[config.mk]
export PLATFORM = sky130hd
export DESIGN_NAME = sr_pulse_driver
export DESIGN_NICKNAME = d
export VERILOG_FILES = /design/src/rtl/sr_pulse_driver.sv
export SDC_FILE = /design/constraint.sdc
export NUM_CORES = 1
export LEC_CHECK = 0
export CAP_MARGIN = 20
export CORE_ASPECT_RATIO = 0.75
export CORE_MARGIN = 2
export CORE_UTILIZATION = 25
export CTS_BUF_LIST = sky130_fd_sc_hd__clkbuf_8
export CTS_CLUSTER_SIZE = 25
export DETAILED_ROUTE_END_ITERATION = 8
export GPL_TIMING_DRIVEN = 0
export PLACE_DENSITY_LB_ADDON = 0.12
export SLEW_MARGIN = 0
export SYNTH_ARGS = -nofsm -noshare
export SYNTH_HDL_FRONTEND = slang
export SYNTH_SLANG_ARGS = --single-unit
[constraint.sdc]
create_clock -name clk -period 2.5 [get_ports clk]
set_clock_uncertainty 0.05 [all_clocks]
set_input_delay 0.5 -clock clk [delete_from_list [all_inputs] [get_ports clk]]
set_output_delay 0.5 -clock clk [all_outputs]
set_load 0.02 [all_outputs]
[src/rtl/sr_pulse_driver.sv]
// Drives an SR latch through active-low S_n/R_n pulses and verifies the result
// against the synchronized Q/Qn feedback. A mismatch triggers a limited number of retries.
`timescale 1ns/1ps
module sr_pulse_driver #(
    parameter int unsigned PULSE_W   = 4,
    parameter int unsigned SETTLE_W  = 3,
    parameter int unsigned MAX_RETRY = 2
) (
    input  logic       clk,
    input  logic       rst,
    input  logic       req_valid,
    input  logic       req_val,
    output logic       req_ready,
    input  logic       Q_fb,
    input  logic       Qn_fb,
    output logic       S_n,
    output logic       R_n,
    output logic       busy,
    output logic       done,
    output logic       err,
    output logic [1:0] dbg_state
);

    // Handshake: a request transfers on a rising clk edge where req_valid and
    // req_ready are both 1; req_val is sampled on that edge only.

    typedef enum logic [1:0] {
        IDLE   = 2'd0,
        PULSE  = 2'd1,
        SETTLE = 2'd2,
        CHECK  = 2'd3
    } state_t;

    localparam logic [7:0] PULSE_LD  = 8'(PULSE_W - 1);
    localparam logic [7:0] SETTLE_LD = 8'(SETTLE_W - 1);
    localparam logic [3:0] MAX_R     = 4'(MAX_RETRY);

    state_t     state_q, state_d;
    logic [7:0] cnt_q, cnt_d;
    logic [3:0] retry_q, retry_d;
    logic       tgt_q, tgt_d;
    logic       q_meta_q, qs_q, qn_meta_q, qns_q;
    logic       s_n_q, s_n_d, r_n_q, r_n_d;
    logic       busy_q, busy_d, done_q, done_d, err_q, err_d;
    logic       req_ready_q, req_ready_d;
    logic       tgt_match;

    // Feedback synchronizers reset to 1,1 so a fresh reset never looks like a match.
    always_ff @(posedge clk or posedge rst) begin
        if (rst) begin
            q_meta_q  <= 1'b1;
            qs_q      <= 1'b1;
            qn_meta_q <= 1'b1;
            qns_q     <= 1'b1;
        end else begin
            q_meta_q  <= Q_fb;
            qs_q      <= q_meta_q;
            qn_meta_q <= Qn_fb;
            qns_q     <= qn_meta_q;
        end
    end

    assign tgt_match = (qs_q == tgt_q) && (qns_q == ~tgt_q);

    always_comb begin
        state_d = state_q;
        cnt_d   = cnt_q;
        retry_d = retry_q;
        tgt_d   = tgt_q;
        done_d  = 1'b0;
        err_d   = 1'b0;
        case (state_q)
            IDLE: begin
                if (req_valid && req_ready_q) begin
                    tgt_d   = req_val;
                    retry_d = 4'd0;
                    if ((qs_q == req_val) && (qns_q == ~req_val)) begin
                        state_d = CHECK;
                        done_d  = 1'b1;
                    end else begin
                        state_d = PULSE;
                        cnt_d   = PULSE_LD;
                    end
                end
            end
            PULSE: begin
                if (cnt_q == 8'd0) begin
                    state_d = SETTLE;
                    cnt_d   = SETTLE_LD;
                end else begin
                    cnt_d = cnt_q - 8'd1;
                end
            end
            SETTLE: begin
                // The verdict is resolved here so done/err are registered as CHECK begins.
                if (cnt_q == 8'd0) begin
                    state_d = CHECK;
                    if (tgt_match) begin
                        done_d = 1'b1;
                    end else if (retry_q == MAX_R) begin
                        done_d = 1'b1;
                        err_d  = 1'b1;
                    end
                end else begin
                    cnt_d = cnt_q - 8'd1;
                end
            end
            CHECK: begin
                if (done_q) begin
                    state_d = IDLE;
                end else begin
                    retry_d = retry_q + 4'd1;
                    state_d = PULSE;
                    cnt_d   = PULSE_LD;
                end
            end
            default: state_d = IDLE;
        endcase

        req_ready_d = (state_d == IDLE);
        busy_d      = (state_d != IDLE);
        s_n_d       = !((state_d == PULSE) && tgt_d);
        r_n_d       = !((state_d == PULSE) && !tgt_d);
    end

    always_ff @(posedge clk or posedge rst) begin
        if (rst) begin
            state_q     <= IDLE;
            cnt_q       <= 8'd0;
            retry_q     <= 4'd0;
            tgt_q       <= 1'b0;
            s_n_q       <= 1'b1;
            r_n_q       <= 1'b1;
            busy_q      <= 1'b0;
            done_q      <= 1'b0;
            err_q       <= 1'b0;
            req_ready_q <= 1'b0;
        end else begin
            state_q     <= state_d;
            cnt_q       <= cnt_d;
            retry_q     <= retry_d;
            tgt_q       <= tgt_d;
            s_n_q       <= s_n_d;
            r_n_q       <= r_n_d;
            busy_q      <= busy_d;
            done_q      <= done_d;
            err_q       <= err_d;
            req_ready_q <= req_ready_d;
        end
    end

    assign S_n       = s_n_q;
    assign R_n       = r_n_q;
    assign busy      = busy_q;
    assign done      = done_q;
    assign err       = err_q;
    assign req_ready = req_ready_q;
    assign dbg_state = state_q;

endmodule

==> metrics <==
status finished clean; Clock Path Buffers 2; Pre-antenna DRT Iters 4; diode count 0; Mapped Cells 128; most frequent cells in the layout dfrtp_1 (19), clkdlybuf4s50_1 (13), inv_1 (8), ha_1 (8), o2bb2ai_1 (7); Largest Register cnt_q; Residual DRC 0; worst-path maximum fanout 10; GR Overflow Total 0; CP top delay family compound AO/OA/AOI/OAI gates; CP Capture Type register; DP Worst Slack about 190 ps; global-route wire length before repair ~5.2 mm; Final ANT Viol Nets 0; Post-CTS Setup Bufs 0; final worst slack 262 ps; Synth Register Bits 25; crit path buf inv count 1; leak pwr 0.000717 µW; Syn Nets 142; worst stage delay on the critical path 470 ps; CTS tree done; startpoint types register; mapped cell area 0.00139 mm²; internal power 1060 µW; Total Nets Final ~160; H-tree depth 1; Net Sw Power 778 µW; synth unique cells 45; Max transition margin about 67%; core area 0.00535 mm²; largest net degree at the start of global routing 26; syn avg cell area 10.9 µm²; Initial Utilization 26.0%; RSZ-0062 raised after global routing false; CTS Buf Count 3; leading area contributor after synthesis dfrtp_1; post-cts sizing count 0; Vias 1046; Max Cap Violations 0; most frequently used flop master after synthesis dfrtp_1; Tcrit/Tclk final 89.5%; top post-synthesis cells by area dfrtp_1 (34%), dfstp_2 (11%), ha_1 (7.2%), o2bb2ai_1 (4.4%), a22o_1 (2.5%); initial antenna violation count 0; IO Count 14; DIE HEIGHT 68.7 µm; TNS Setup 0 ps; fin. max-slew vios 0; Max VDD drop 0.506 mV; PwrDens 1080 mW/mm²; filler cell count about 560; Final Wtd Congestion 0.770; # port buffers 13; Worst Setup Path Type reg -> reg; Syn. warnings 0; CP arrival 2360 ps; area grow syn2layout 21.5%; FMAX 447 MHz; Post-CTS Hold Fix Bufs 0; Largest register FFs 8; Clk network pwr share a little over an eighth; vias in the first global route around 1000; Wirelength per Cell ~13 µm; final setup fails 0; vias per inst 4.73; Async SR Flop Fraction 100%; Reg clk slew, reported paths 90 ps; clock latency on the worst-skew pair 270 ps; layout cells sized above 1 13.7%; Comb power frac 51.5%; row count 23; worst min path class reg -> reg; commonest non-fill, non-tap cell in the layout dfrtp_1; EDFF count, synth 0; worst-path cell chain inv_1 > ha_1 > a21boi_1 > a21oi_2 > and3_1 > mux2_4; total length of routed wires 2.98 mm; CTS Sinks 25; total track usage 10.6%; clk root buf clkbuf_8; sequential share of the synthesized area about 45%; master of the slowest instance on the critical path a21boi_1; die width 90.2 µm; Initial DRC Count 93; Fin. Hold Viols 0; Sequential Power Share between 30% and 40%; Synth top area share between 30% and 40%; Min Clock Period, post-route 2240 ps; switching share of power 42.4%; Die Area 0.00619 mm²; dpl hpwl approximately 2.2 mm; Req. time, crit path 2620 ps; slew at the pin closest to its max-slew limit 489 ps
[synthesized netlist by cell type (2+ instances only)]
cell       count
inv_1          8
and2_1         2
o2bb2ai_1      7
nand2_1        5
o21ai_0        5
nand4b_1       3
a22o_1         4
nand3_1        5
a21o_1         4
dfstp_2        6
nor3_1         4
dfrtp_1       19
nor2b_1        2
a21boi_1       2
a21oi_1        2
nand4_1        2
a41oi_1        2
nor2_1         4
ha_1           8
nand2b_1       5
o2111ai_1      4
a31oi_1        2
[path summary, 6_finish.rpt]
path,start,to,slack (ps),cells past startpoint
worst max-delay path,dbg_state[0]$_DFF_PP0_,cnt_q[0]$_DFFE_PP0P_,260,6
worst min-delay path,q_meta_q$_DFF_PP1_,qs_q$_DFF_PP1_,310,0
worst max register to register,dbg_state[0]$_DFF_PP0_,cnt_q[0]$_DFFE_PP0P_,260,6
worst min register to register,q_meta_q$_DFF_PP1_,qs_q$_DFF_PP1_,310,0
max in group asynchronous,rst,qs_q$_DFF_PP1_,1640,3
min in group asynchronous,rst,retry_q[1]$_DFFE_PP0P_,540,3
[power by group through the flow]
| stage | registers [µW] | clock network [µW] | logic (µW) |
|---|---|---|---|
| finish | 638 | 251 | 946 |
| global route | 656 | 279 | 1060 |
| CTS | 637 | 262 | 947 |
| detailed placement | 643 | 0 | 938 |
| global placement | 642 | 0 | 935 |
| floorplan | 663 | 0 | 649 |
[per-stage QoR]
| step | utilization, % | power [µW] | hold slack, ps | instance area [µm²] | std cells |
|---|---|---|---|---|---|
| finish | 31.7 | 1830 | 311 | 1690 | 221 |
| floorplan | - | 1310 | 295 | 1390 | 128 |
| detailed placement | 30.2 | 1580 | 297 | 1620 | 216 |
| CTS | 31.1 | 1850 | 312 | 1670 | 220 |
| global route | 31.7 | 1990 | 317 | 1690 | 221 |
| global placement | 30.2 | 1580 | 296 | 1620 | 216 |
[final cells by class]
class                   instances  area (µm²)  area share, %
multi-input cells              93         722           42.6
inverters                       8        30.0           1.77
plain buffers                   2        8.76          0.517
flip-flops and latches         25         633           37.4
repair buffers                 14         158           9.31
clock buffers                   3        41.3           2.44
clock inverters                 1        7.51          0.443
well taps                      75        93.8           5.54
[routing by layer]
layer | up-vias | wire (µm) | GRT usage [%]
met3 | 5 | 109 | 1.96
met5 | - | 0 | 0
met4 | 0 | 48 | 4.04
met1 | 490 | 1550 | 15.2
met2 | 24 | 1270 | 16.0
li1 | 527 | - | -
[cell families after synthesis]
family                   Yosys count  synth area share [%]
AO/OA/AOI/OAI                     44                  25.0
multiplexers                       2                  1.88
flip-flops                        25                  45.4
AND/OR/NAND/NOR                   39                  17.8
buffers and inverters             10                  2.78
adder cells (fa/ha/maj)            8                  7.18
(Power assumes the default switching activity.)
